### src/rtl/y86_pkg.sv
// Shared Y86-64 constants: status codes, icodes, register IDs and the pipeline controller state type.
// The helper identifies instructions whose destination is written from memory.
package y86_pkg;

    localparam logic [3:0] STAT_AOK = 4'b1000;
    localparam logic [3:0] STAT_HLT = 4'b0100;
    localparam logic [3:0] STAT_ADR = 4'b0010;
    localparam logic [3:0] STAT_INS = 4'b0001;

    localparam logic [3:0] I_HALT   = 4'h0;
    localparam logic [3:0] I_NOP    = 4'h1;
    localparam logic [3:0] I_RRMOVQ = 4'h2;
    localparam logic [3:0] I_IRMOVQ = 4'h3;
    localparam logic [3:0] I_RMMOVQ = 4'h4;
    localparam logic [3:0] I_MRMOVQ = 4'h5;
    localparam logic [3:0] I_OPQ    = 4'h6;
    localparam logic [3:0] I_JXX    = 4'h7;
    localparam logic [3:0] I_CALL   = 4'h8;
    localparam logic [3:0] I_RET    = 4'h9;
    localparam logic [3:0] I_PUSHQ  = 4'hA;
    localparam logic [3:0] I_POPQ   = 4'hB;

    localparam logic [3:0] REG_NONE = 4'hF;

    typedef enum logic [1:0] {
        RUN     = 2'd0,
        DRAIN   = 2'd1,
        STOPPED = 2'd2
    } ctl_state_t;

    function automatic logic is_mem_load(input logic [3:0] icode);
        return (icode == I_MRMOVQ) || (icode == I_POPQ);
    endfunction

endpackage

### src/rtl/pipe_control_if.sv
// Pipeline-register fields seen by the hazard controller and the controls/status it returns.
// master = datapath side, slave = controller side.
interface pipe_control_if #(parameter int CNT_W = 32);

    logic [3:0]       D_icode;
    logic [3:0]       d_srcA;
    logic [3:0]       d_srcB;
    logic [3:0]       E_icode;
    logic [3:0]       E_dstM;
    logic             e_Cnd;
    logic [3:0]       M_icode;
    logic [3:0]       m_stat;
    logic [3:0]       W_stat;

    logic             F_stall;
    logic             D_stall;
    logic             D_bubble;
    logic             E_bubble;
    logic             M_bubble;
    logic             W_stall;
    logic             halted;
    logic [3:0]       halt_stat;
    logic [CNT_W-1:0] cyc_count;
    logic [CNT_W-1:0] stall_count;
    logic [CNT_W-1:0] bubble_count;

    modport master (
        output D_icode, d_srcA, d_srcB, E_icode, E_dstM, e_Cnd, M_icode, m_stat, W_stat,
        input  F_stall, D_stall, D_bubble, E_bubble, M_bubble, W_stall,
        input  halted, halt_stat, cyc_count, stall_count, bubble_count
    );

    modport slave (
        input  D_icode, d_srcA, d_srcB, E_icode, E_dstM, e_Cnd, M_icode, m_stat, W_stat,
        output F_stall, D_stall, D_bubble, E_bubble, M_bubble, W_stall,
        output halted, halt_stat, cyc_count, stall_count, bubble_count
    );

endinterface

### src/rtl/pipe_control_sat_counter.sv
// Saturating up-counter with enable; holds at all-ones instead of wrapping.
// With PIPE_PERF_CNT_EN undefined no flops are built and the output is tied to zero.
module sat_counter #(
    parameter int W = 32
) (
    input  logic         clk,
    input  logic         rst,
    input  logic         en_i,
    output logic [W-1:0] cnt_o
);

`ifdef PIPE_PERF_CNT_EN
    logic [W-1:0] cnt_q;
    logic [W-1:0] cnt_d;

    always_comb begin
        cnt_d = cnt_q;
        if (en_i && (cnt_q != {W{1'b1}})) begin
            cnt_d = cnt_q + {{(W-1){1'b0}}, 1'b1};
        end
    end

    always_ff @(posedge clk or posedge rst) begin
        if (rst) begin
            cnt_q <= '0;
        end else begin
            cnt_q <= cnt_d;
        end
    end

    assign cnt_o = cnt_q;
`else
    logic unused_ok;
    assign unused_ok = &{1'b0, clk, rst, en_i};
    assign cnt_o     = '0;
`endif

endmodule

### src/rtl/pipe_control.sv
// Y86-64 hazard/exception controller: stall and bubble controls, RUN->DRAIN->STOPPED sequencing,
// terminating status capture and performance counters (counters built only with PIPE_PERF_CNT_EN).
module pipe_control
    import y86_pkg::*;
#(
    parameter int CNT_W = 32
) (
    input logic           clk,
    input logic           rst,
    pipe_control_if.slave pc
);

    logic load_use;
    logic ret_pend;
    logic mispred;
    logic exc_m;
    logic exc_w;

    assign load_use = is_mem_load(pc.E_icode) && (pc.E_dstM != REG_NONE) &&
                      ((pc.E_dstM == pc.d_srcA) || (pc.E_dstM == pc.d_srcB));
    assign ret_pend = (pc.D_icode == I_RET) || (pc.E_icode == I_RET) || (pc.M_icode == I_RET);
    assign mispred  = (pc.E_icode == I_JXX) && !pc.e_Cnd;
    assign exc_m    = (pc.m_stat != STAT_AOK);
    assign exc_w    = (pc.W_stat != STAT_AOK);

    ctl_state_t state_q;
    logic       halted_q;
    logic [3:0] halt_stat_q;

    logic f_stall;
    logic d_stall;
    logic d_bubble;
    logic e_bubble;
    logic m_bubble;
    logic w_stall;

    always_comb begin
        f_stall  = 1'b0;
        d_stall  = 1'b0;
        d_bubble = 1'b0;
        e_bubble = 1'b0;
        m_bubble = 1'b0;
        w_stall  = 1'b0;
        if (rst) begin
            f_stall  = 1'b1;
            d_bubble = 1'b1;
            e_bubble = 1'b1;
            m_bubble = 1'b1;
        end else if (state_q == STOPPED) begin
            f_stall  = 1'b1;
            d_stall  = 1'b1;
            e_bubble = 1'b1;
            m_bubble = 1'b1;
            w_stall  = 1'b1;
        end else begin
            f_stall  = load_use | ret_pend;
            d_stall  = load_use;
            d_bubble = mispred | (ret_pend & ~load_use);
            e_bubble = mispred | load_use;
            m_bubble = exc_m | exc_w;
            w_stall  = exc_w;
        end
    end

    // When both stages fault in RUN, the writeback instruction is older, so it terminates the run.
    always_ff @(posedge clk or posedge rst) begin
        if (rst) begin
            state_q     <= RUN;
            halted_q    <= 1'b0;
            halt_stat_q <= STAT_AOK;
        end else begin
            case (state_q)
                RUN: begin
                    if (exc_w) begin
                        state_q     <= STOPPED;
                        halted_q    <= 1'b1;
                        halt_stat_q <= pc.W_stat;
                    end else if (exc_m) begin
                        state_q     <= DRAIN;
                        halt_stat_q <= pc.m_stat;
                    end
                end
                DRAIN: begin
                    if (exc_w) begin
                        state_q  <= STOPPED;
                        halted_q <= 1'b1;
                    end
                end
                STOPPED: begin
                    state_q <= STOPPED;
                end
                default: begin
                    state_q <= RUN;
                end
            endcase
        end
    end

    assign pc.F_stall   = f_stall;
    assign pc.D_stall   = d_stall;
    assign pc.D_bubble  = d_bubble;
    assign pc.E_bubble  = e_bubble;
    assign pc.M_bubble  = m_bubble;
    assign pc.W_stall   = w_stall;
    assign pc.halted    = halted_q;
    assign pc.halt_stat = halt_stat_q;

    logic running;
    assign running = (state_q != STOPPED);

    sat_counter #(.W(CNT_W)) u_cyc_cnt (
        .clk   (clk),
        .rst   (rst),
        .en_i  (running),
        .cnt_o (pc.cyc_count)
    );

    sat_counter #(.W(CNT_W)) u_stall_cnt (
        .clk   (clk),
        .rst   (rst),
        .en_i  (running & d_stall),
        .cnt_o (pc.stall_count)
    );

    sat_counter #(.W(CNT_W)) u_bubble_cnt (
        .clk   (clk),
        .rst   (rst),
        .en_i  (running & (d_bubble | e_bubble)),
        .cnt_o (pc.bubble_count)
    );

endmodule

### src/flat_wrapper.sv
// flat-port wrapper written by rule: the top's interface ports become plain ports
module pipe_control_flat import y86_pkg::*;
#(
    parameter int CNT_W = 32
)
  (clk, rst, pc_D_icode, pc_d_srcA, pc_d_srcB, pc_E_icode, pc_E_dstM, pc_e_Cnd, pc_M_icode, pc_m_stat, pc_W_stat, pc_F_stall, pc_D_stall, pc_D_bubble, pc_E_bubble, pc_M_bubble, pc_W_stall, pc_halted, pc_halt_stat, pc_cyc_count, pc_stall_count, pc_bubble_count);
  pipe_control_if #(.CNT_W(CNT_W)) pc_i ();
  input logic clk;
  input logic rst;
  input wire logic [$bits(pc_i.D_icode)-1:0] pc_D_icode;
  input wire logic [$bits(pc_i.d_srcA)-1:0] pc_d_srcA;
  input wire logic [$bits(pc_i.d_srcB)-1:0] pc_d_srcB;
  input wire logic [$bits(pc_i.E_icode)-1:0] pc_E_icode;
  input wire logic [$bits(pc_i.E_dstM)-1:0] pc_E_dstM;
  input wire logic [$bits(pc_i.e_Cnd)-1:0] pc_e_Cnd;
  input wire logic [$bits(pc_i.M_icode)-1:0] pc_M_icode;
  input wire logic [$bits(pc_i.m_stat)-1:0] pc_m_stat;
  input wire logic [$bits(pc_i.W_stat)-1:0] pc_W_stat;
  output wire logic [$bits(pc_i.F_stall)-1:0] pc_F_stall;
  output wire logic [$bits(pc_i.D_stall)-1:0] pc_D_stall;
  output wire logic [$bits(pc_i.D_bubble)-1:0] pc_D_bubble;
  output wire logic [$bits(pc_i.E_bubble)-1:0] pc_E_bubble;
  output wire logic [$bits(pc_i.M_bubble)-1:0] pc_M_bubble;
  output wire logic [$bits(pc_i.W_stall)-1:0] pc_W_stall;
  output wire logic [$bits(pc_i.halted)-1:0] pc_halted;
  output wire logic [$bits(pc_i.halt_stat)-1:0] pc_halt_stat;
  output wire logic [$bits(pc_i.cyc_count)-1:0] pc_cyc_count;
  output wire logic [$bits(pc_i.stall_count)-1:0] pc_stall_count;
  output wire logic [$bits(pc_i.bubble_count)-1:0] pc_bubble_count;
  assign pc_i.D_icode = pc_D_icode;
  assign pc_i.d_srcA = pc_d_srcA;
  assign pc_i.d_srcB = pc_d_srcB;
  assign pc_i.E_icode = pc_E_icode;
  assign pc_i.E_dstM = pc_E_dstM;
  assign pc_i.e_Cnd = pc_e_Cnd;
  assign pc_i.M_icode = pc_M_icode;
  assign pc_i.m_stat = pc_m_stat;
  assign pc_i.W_stat = pc_W_stat;
  assign pc_F_stall = pc_i.F_stall;
  assign pc_D_stall = pc_i.D_stall;
  assign pc_D_bubble = pc_i.D_bubble;
  assign pc_E_bubble = pc_i.E_bubble;
  assign pc_M_bubble = pc_i.M_bubble;
  assign pc_W_stall = pc_i.W_stall;
  assign pc_halted = pc_i.halted;
  assign pc_halt_stat = pc_i.halt_stat;
  assign pc_cyc_count = pc_i.cyc_count;
  assign pc_stall_count = pc_i.stall_count;
  assign pc_bubble_count = pc_i.bubble_count;
  pipe_control #(.CNT_W(CNT_W)) u_core (.clk(clk), .rst(rst), .pc(pc_i));
endmodule
### config.mk
export PLATFORM = sky130hd
export DESIGN_NAME = pipe_control_flat
export DESIGN_NICKNAME = d
export VERILOG_FILES = /design/src/rtl/y86_pkg.sv /design/src/rtl/pipe_control_if.sv /design/src/rtl/pipe_control_sat_counter.sv /design/src/rtl/pipe_control.sv /design/src/flat_wrapper.sv
export SDC_FILE = /design/constraint.sdc
export NUM_CORES = 1
export LEC_CHECK = 0
export CAP_MARGIN = 40
export CORE_AREA = 4 4 88 65
export CTS_CLUSTER_SIZE = 12
export DETAILED_ROUTE_END_ITERATION = 7
export DIE_AREA = 0 0 92 69
export PLACE_DENSITY = 0.77
export SLEW_MARGIN = 20
export SYNTH_ARGS = -nofsm -noshare
export SYNTH_HDL_FRONTEND = slang
export SYNTH_SLANG_ARGS = --single-unit
### constraint.sdc
create_clock -name clk -period 2.21 [get_ports clk]
set_clock_uncertainty 0.05 [all_clocks]
set_input_delay 0.5525 -clock clk [delete_from_list [all_inputs] [get_ports clk]]
set_output_delay 0.5525 -clock clk [all_outputs]
set_load 0.01 [all_outputs]
==> run_results.csv <==
group,metric,value,unit
placed_design,dp_slack,-927.7,ps
route,detail-route-antenna-nets,0,
clock_network,cts_buffers,3,
final_layout,stdcell_count,303,
worst_setup_path,path_cells,"buf_6 > nor4bb_4 > or4_4 > a2bb2oi_2 > o21a_1 > buf_2",
route,routedWlPerCell,10.41,µm
final_layout,num_antenna_cells,0,
floorplanning,dieArea,6348,µm²
yosys,synth_warnings,0,
global_routing,grt_overflow_total,0,
sta,grt_setup_unrepaired,"yes",
yosys,synth_commonest_cells,"96 x buf_4, 8 x nand2_1, 8 x xor2_1",
yosys,ys_seq_elements,7,
worst_setup_path,worstPathMaxFanout,2,
final_layout,multiInputGateArea,935.9,µm²
floorplanning,die_w,92,µm
worst_setup_path,crit_end,"pc_D_bubble",
clock_network,hold_buffers,0,
clock_network,clock-sinks,7,
clock_network,clkTransAtPathRegs,40,ps
worst_setup_path,start_kind,"input pin",
worst_setup_path,regToRegEndpoint,"u_core.pc.halt_stat[3]",
worst_setup_path,critical_path_arrival,1690,ps
worst_setup_path,cp-end-kind,"output pin",
yosys,netlist.area_leader.share,52.65,%
placed_design,dpl.cell_count,296,
sta,setup_viol_count_final,3,
worst_setup_path,path_class,"input pin to output pin",
sta,fin_hold_ws,421.0,ps
sta,max_freq,0.4361,GHz
placed_design,io_buffers,45,
route,viasPerCell,3.455,
yosys,ys_seq_area_share,12.89,%
final_layout,area_growth,23.58,%
floorplanning,core,4782,µm²
yosys,synth.area.top_cells,"buf_4 53%, dfrtp_1 11%, xor2_1 5.1%",
final_layout,fin_util,35.37,%
global_routing,grt_max_degree,9,
floorplanning,io_pins,142,
yosys,async_flop_share,100.0,%
floorplanning,start_util,28.62,%
yosys,synth_cell_types,31,
final_layout,seq_area,176.4,µm²
final_layout,fin_area,1692,µm²
worst_setup_path,path_depth,6,
clock_network,cts_tree,"done",
worst_setup_path,worstSetupStartpoint,"pc_M_icode[0]",
worst_setup_path,cp_top_family,"simple AND/OR/NAND/NOR gates",
yosys,synth_cells,172,
pwr,p_per_area,514.9,nW/µm²
run_status,violations,"negative setup slack",
yosys,yosysTopAreaCell,"buf_4",
floorplanning,rows,21,
yosys,synth_edf_count,0,
worst_setup_path,slowest_stage,"or4_4",
run_status,outcome,"complete, but fails checks",
route,dr.pass1.iters,4,
global_routing,antenna_found_initial,0,
clock_network,cts_buffer_depth,2,
route,wirelength,3155,µm
sta,hold_viol_final,0,
clock_network,clkLatencyLatePin,220,ps
worst_setup_path,worstPathRequired,1610,ps
global_routing,grt_pass1_vias,937,
yosys,syn_area_per_cell,7.958,µm²
placed_design,routabilityCongestion,0.8725,
placed_design,place_area,1624,µm²
final_layout,nNetsFinal,274,
final_layout,layout-drive-gt1-share,28.21,%
pwr,leakage,0.0009095,µW
yosys,ys.flop_type,"dfrtp_1",
clock_network,htreeDepth,1,
worst_setup_path,crit_buf_inv,2,
flow_run,maxCapViolCount,0,
final_layout,nFillCells,508,
worst_setup_path,reg2reg_depth,4,
route,drc,0,
sta,fin_crit_sh,103.7,%
sta,setup_ws,-82.81,ps
hold_path,hold_class,"flop to flop",
global_routing,grt_pass1_wl,4443,µm
floorplanning,die_h,69,µm
route,drtIter0Drc,62,
worst_setup_path,timing.rr.start,"u_core.state_q[1]",
placed_design,hpwl,2731,µm
route,num_vias,1047,
sta,period_minus_slack,2293,ps
yosys,syn-cell-area,1369,µm²
global_routing,grt_use_total,8.494,%
worst_setup_path,slowest_delay,530,ps
yosys,yosysMostFrequentCell,"buf_4",
sta,slew_violations,0,
pwr,peakVddDrop,0.0001791,V
worst_setup_path,rrSetupSlack,830,ps
clock_network,root_buffer,"clkbuf_8",
[worst min-delay path, cell delays in order, from the launching register on]
cell and delay (ps):
dfrtp_1 330, nand2_1 40, o21ai_0 60
[layer usage]
layer,global-route usage [%],share of wire (%),vias up
met5,0,0,-
met3,1.413,7.0,4
met2,18.04,60,52
li1,-,-,498
met1,7.833,32,493
met4,3.130,0.86,0
[state kept, by name, indices dropped and copies added (netlist names)]
| name | cells |
|---|---|
| u_core.pc.halt_stat | 4 |
| u_core.state_q | 2 |
| u_core.pc.halted | 1 |
[where the power goes]
| part | internal (µW) | switching [µW] | total [µW] | leakage, µW |
|---|---|---|---|---|
| combinational | 211 | 278 | 489 | 0.000807 |
| clock | 124 | 50.6 | 175 | 0.0000228 |
| sequential | 180 | 27.6 | 207 | 0.0000794 |
[final cells by class]
class	count	area share, %
Inverter	4	0.8876
Tap cell	69	5.104
Multi-Input combinational cell	160	55.33
Clock buffer	4	2.663
Timing Repair Buffer	59	25.59
Sequential cell	7	10.43
[metrics by stage]
step	power, µW	TNS (ps)
after floorplan	579.2	0
after global placement	673.9	-4212
after detailed placement	689.4	-4315
after CTS	863.2	-251.9
after global routing	939.0	-301.0
final	871.1	-158.2
[layout by cell type (no fill, tap or decap), types with 2 or more instances in the layout]
master,n
inv_1,3
nand2_1,8
buf_2,16
clkdlybuf4s15_1,3
conb_1,96
clkbuf_8,3
ha_1,3
dfrtp_1,6
o21ai_2,2
buf_4,15
nor4_4,2
clkdlybuf4s50_1,8
clkbuf_2,8
dlygate4sd2_1,5
xor2_1,5
nor4bb_4,2
buf_6,3
nor2_1,6
a21oi_1,4
xor2_2,3
o21ai_0,5
nand4_1,2
[worst min-delay path by stage]
| stage | slack (ps) | end | from | depth (start not counted) |
|---|---|---|---|---|
| final | 420 | u_core.pc.halt_stat[0] | u_core.pc.halt_stat[0] | 2 |
| after global routing | 440 | u_core.pc.halted | u_core.pc.halted | 1 |
| after CTS | 430 | u_core.pc.halt_stat[0] | u_core.pc.halt_stat[0] | 2 |
| after detailed placement | 420 | u_core.pc.halt_stat[0] | u_core.pc.halt_stat[0] | 2 |
| after global placement | 410 | u_core.pc.halted | u_core.pc.halted | 1 |
| after floorplan | 340 | u_core.pc.halt_stat[0] | rst | 1 |
[cell families after synthesis]
| logic type | after synthesis | share of synthesized area, % |
|---|---|---|
| AO/OA/AOI/OAI | 20 | 9.324 |
| XOR/XNOR | 8 | 5.119 |
| adder cells (fa/ha/maj) | 4 | 3.656 |
| buffers and inverters | 100 | 53.75 |
| flip-flops | 7 | 12.89 |
| other | 1 | 0.2740 |
| AND/OR/NAND/NOR | 32 | 14.99 |
[timing repair]
| action | CTS | global route |
|---|---|---|
| setup buffers | 4 | 0 |
| resized for setup | 111 | 26 |
| setup endpoints to repair | 6 | 5 |
| pin swaps | 16 | 16 |
Power figures use the tool's default switching activity.
==> edit, RTL diff (same flow settings) <==
`CNT_W` is set to 32 in 3 places; all go to 48.
--- a/src/rtl/pipe_control_if.sv
+++ b/src/rtl/pipe_control_if.sv
@@ -2,3 +2,3 @@
 // master = datapath side, slave = controller side.
-interface pipe_control_if #(parameter int CNT_W = 32);
+interface pipe_control_if #(parameter int CNT_W = 48);
 
--- a/src/rtl/pipe_control.sv
+++ b/src/rtl/pipe_control.sv
@@ -5,3 +5,3 @@
 #(
-    parameter int CNT_W = 32
+    parameter int CNT_W = 48
 ) (
--- a/src/flat_wrapper.sv
+++ b/src/flat_wrapper.sv
@@ -3,3 +3,3 @@
 #(
-    parameter int CNT_W = 32
+    parameter int CNT_W = 48
 )
Interface: changed (resized pc_bubble_count, pc_cyc_count and pc_stall_count); port bits go from 142 to 190. No check against the original RTL was run, so the function may have changed too.
==> edit against the unedited design <==
The flow still finishes with violations (setup timing); worst setup slack worse by 0.050 ns; design area up 14%; sequential cell count unchanged; synthesized area up 26%; sequential share of layout area down 1.2 points; clock power down 2%; count of clock-buffer cells in the layout unchanged; power up 5.0%; non-clock buffer count down 2; sequential power down 2%; maximum frequency down 2.1%; wire length up 18%; largest power group unchanged; highest routed layer unchanged.
==> edit: results (changes against the unedited design) <==
- Status: finished, violations left
- Failing checks: setup timing
- Met3 routed WL: 358 um (+62%)
- First-pass GRT wire length: 5020 um (+13%)
- Final Non-Filler Cells: 349 (+15%)
- Worst EP arrival: 1.74 ns (+0.05 ns)
- Routed length per instance: 10.6 um (+2.1%)
- Hold path cells: 1 (-1)
- Area after DPL: 0.00181 sq mm (+12%)
- Placer Congestion: 0.777 (-11%)
- Initial DRC Count: 28 (-55%)
- Dominant cells by area after synthesis: buf_4 63%, dfrtp_1 8.7%, xor2_1 4.1%, ha_1 2.9%, o21ai_0 2.0%
- Port Buffer Count: 45 (unchanged)
- Final worst slack: -0.133 ns (-0.0500 ns)
- Met3 usage: 0.00978 (-0.00435)
- Gr usage total: 0.0963 (+0.0114)
- Layout fillers: 478 (-5.9%)
- Setup slack, reg-to-reg: 0.88 ns (+0.05 ns)
- Critical Path Fanout Max: 2 (unchanged)
- Post-cts repair resize count: 86 (-23%)
- Metal-1 WL: 1090 um (+6.3%)
- Vias per cell: 3.31 (-4.3%)
- M1 GR Usage: 0.0824 (+0.00408)
- Postcts setup bufs: 0 (-4)
- Top FF cell, synth: dfrtp_1
- Synth top cells by count: 144 x buf_4, 8 x nand2_1, 8 x xor2_1
- HPWL Detailed: 3200 um (+17%)
- Fraction of layout cells with a size suffix above 1: 0.229 (-0.0535)
- Capturing point of the worst reg2reg path: u_core.pc.halt_stat[0]
- Setup Slack @ Placement: -0.872 ns (+0.0553 ns)
- Metal2 WL: 2180 um (+16%)
- Synth top area share: 0.625 (+0.0987)
- Worst IR drop on VDD: 212 uV (+18%)
- Syn_area_per_cell: 7.86 sq um (-1.2%)
- Routing usage on met2: 0.210 (+0.0291)
- Vias in the first global route: 1031 (+10%)
- Final setup vio count: 2 (-1)
- Fin nets: 320 (+17%)
- Register area share after synthesis: 0.102 (-0.0269)
- Static Leakage: 1.08 nW (+19%)
==> edit: area by class of cell <==
class / count / area, sq um / share of cell area
well taps: 69 / 86.3 / 0.0449
flip-flops and latches: 7 / 176 / 0.0918
inverters: 4 / 15.0 / 0.00781
clock buffers: 4 / 45.0 / 0.0234
repair buffers: 57 / 453 / 0.236
multi-input cells: 208 / 1150 / 0.596
==> edit: kinds of logic (layout without fill, tap and decap cells) <==
group	count (synthesis)	in the layout	synth area share
xor gates and xnor gates	8	8	0.0405
AOI/OAI and AO/OA	20	20	0.0738
and+or+nand+nor	32	32	0.119
DFF	7	7	0.102
adders and majority gates	4	4	0.0289
other	1	144	0.00217
buffers and inverters	148	65	0.634
==> edit: critical path, cell delays in order <==
cell and delay [ns]:
buf_6 0.09, nor4bb_4 0.15, or4_4 0.55, a2bb2oi_2 0.15, o21a_1 0.11, buf_2 0.14
==> edit: how the worst min path moves through the flow <==
stage                          start                      to  slack, ns
finish              u_core.pc.halted        u_core.pc.halted       0.43
detailed placement  u_core.pc.halted        u_core.pc.halted       0.42
global route        u_core.pc.halted        u_core.pc.halted       0.44
CTS                 u_core.pc.halted        u_core.pc.halted       0.43
global placement    u_core.pc.halted        u_core.pc.halted       0.41
floorplan                        rst  u_core.pc.halt_stat[0]       0.34
==> edit: stage by stage <==
stage	hold slack, ns	utilization	setup TNS, ns
CTS	0.433	0.387	-0.229
floorplan	0.336	-	0
global route	0.444	0.402	-0.312
detailed placement	0.420	0.379	-4.04
global placement	0.415	0.379	-3.95
finish	0.425	0.402	-0.249
==> edit: report_power, final <==
group | leakage [nW] | switching (W) | total, W | internal [W]
Sequential | 0.0794 | 0.0000223 | 0.000202 | 0.000180
Clock | 0.0228 | 0.0000469 | 0.000171 | 0.000124
Combinational | 0.982 | 0.000325 | 0.000542 | 0.000217
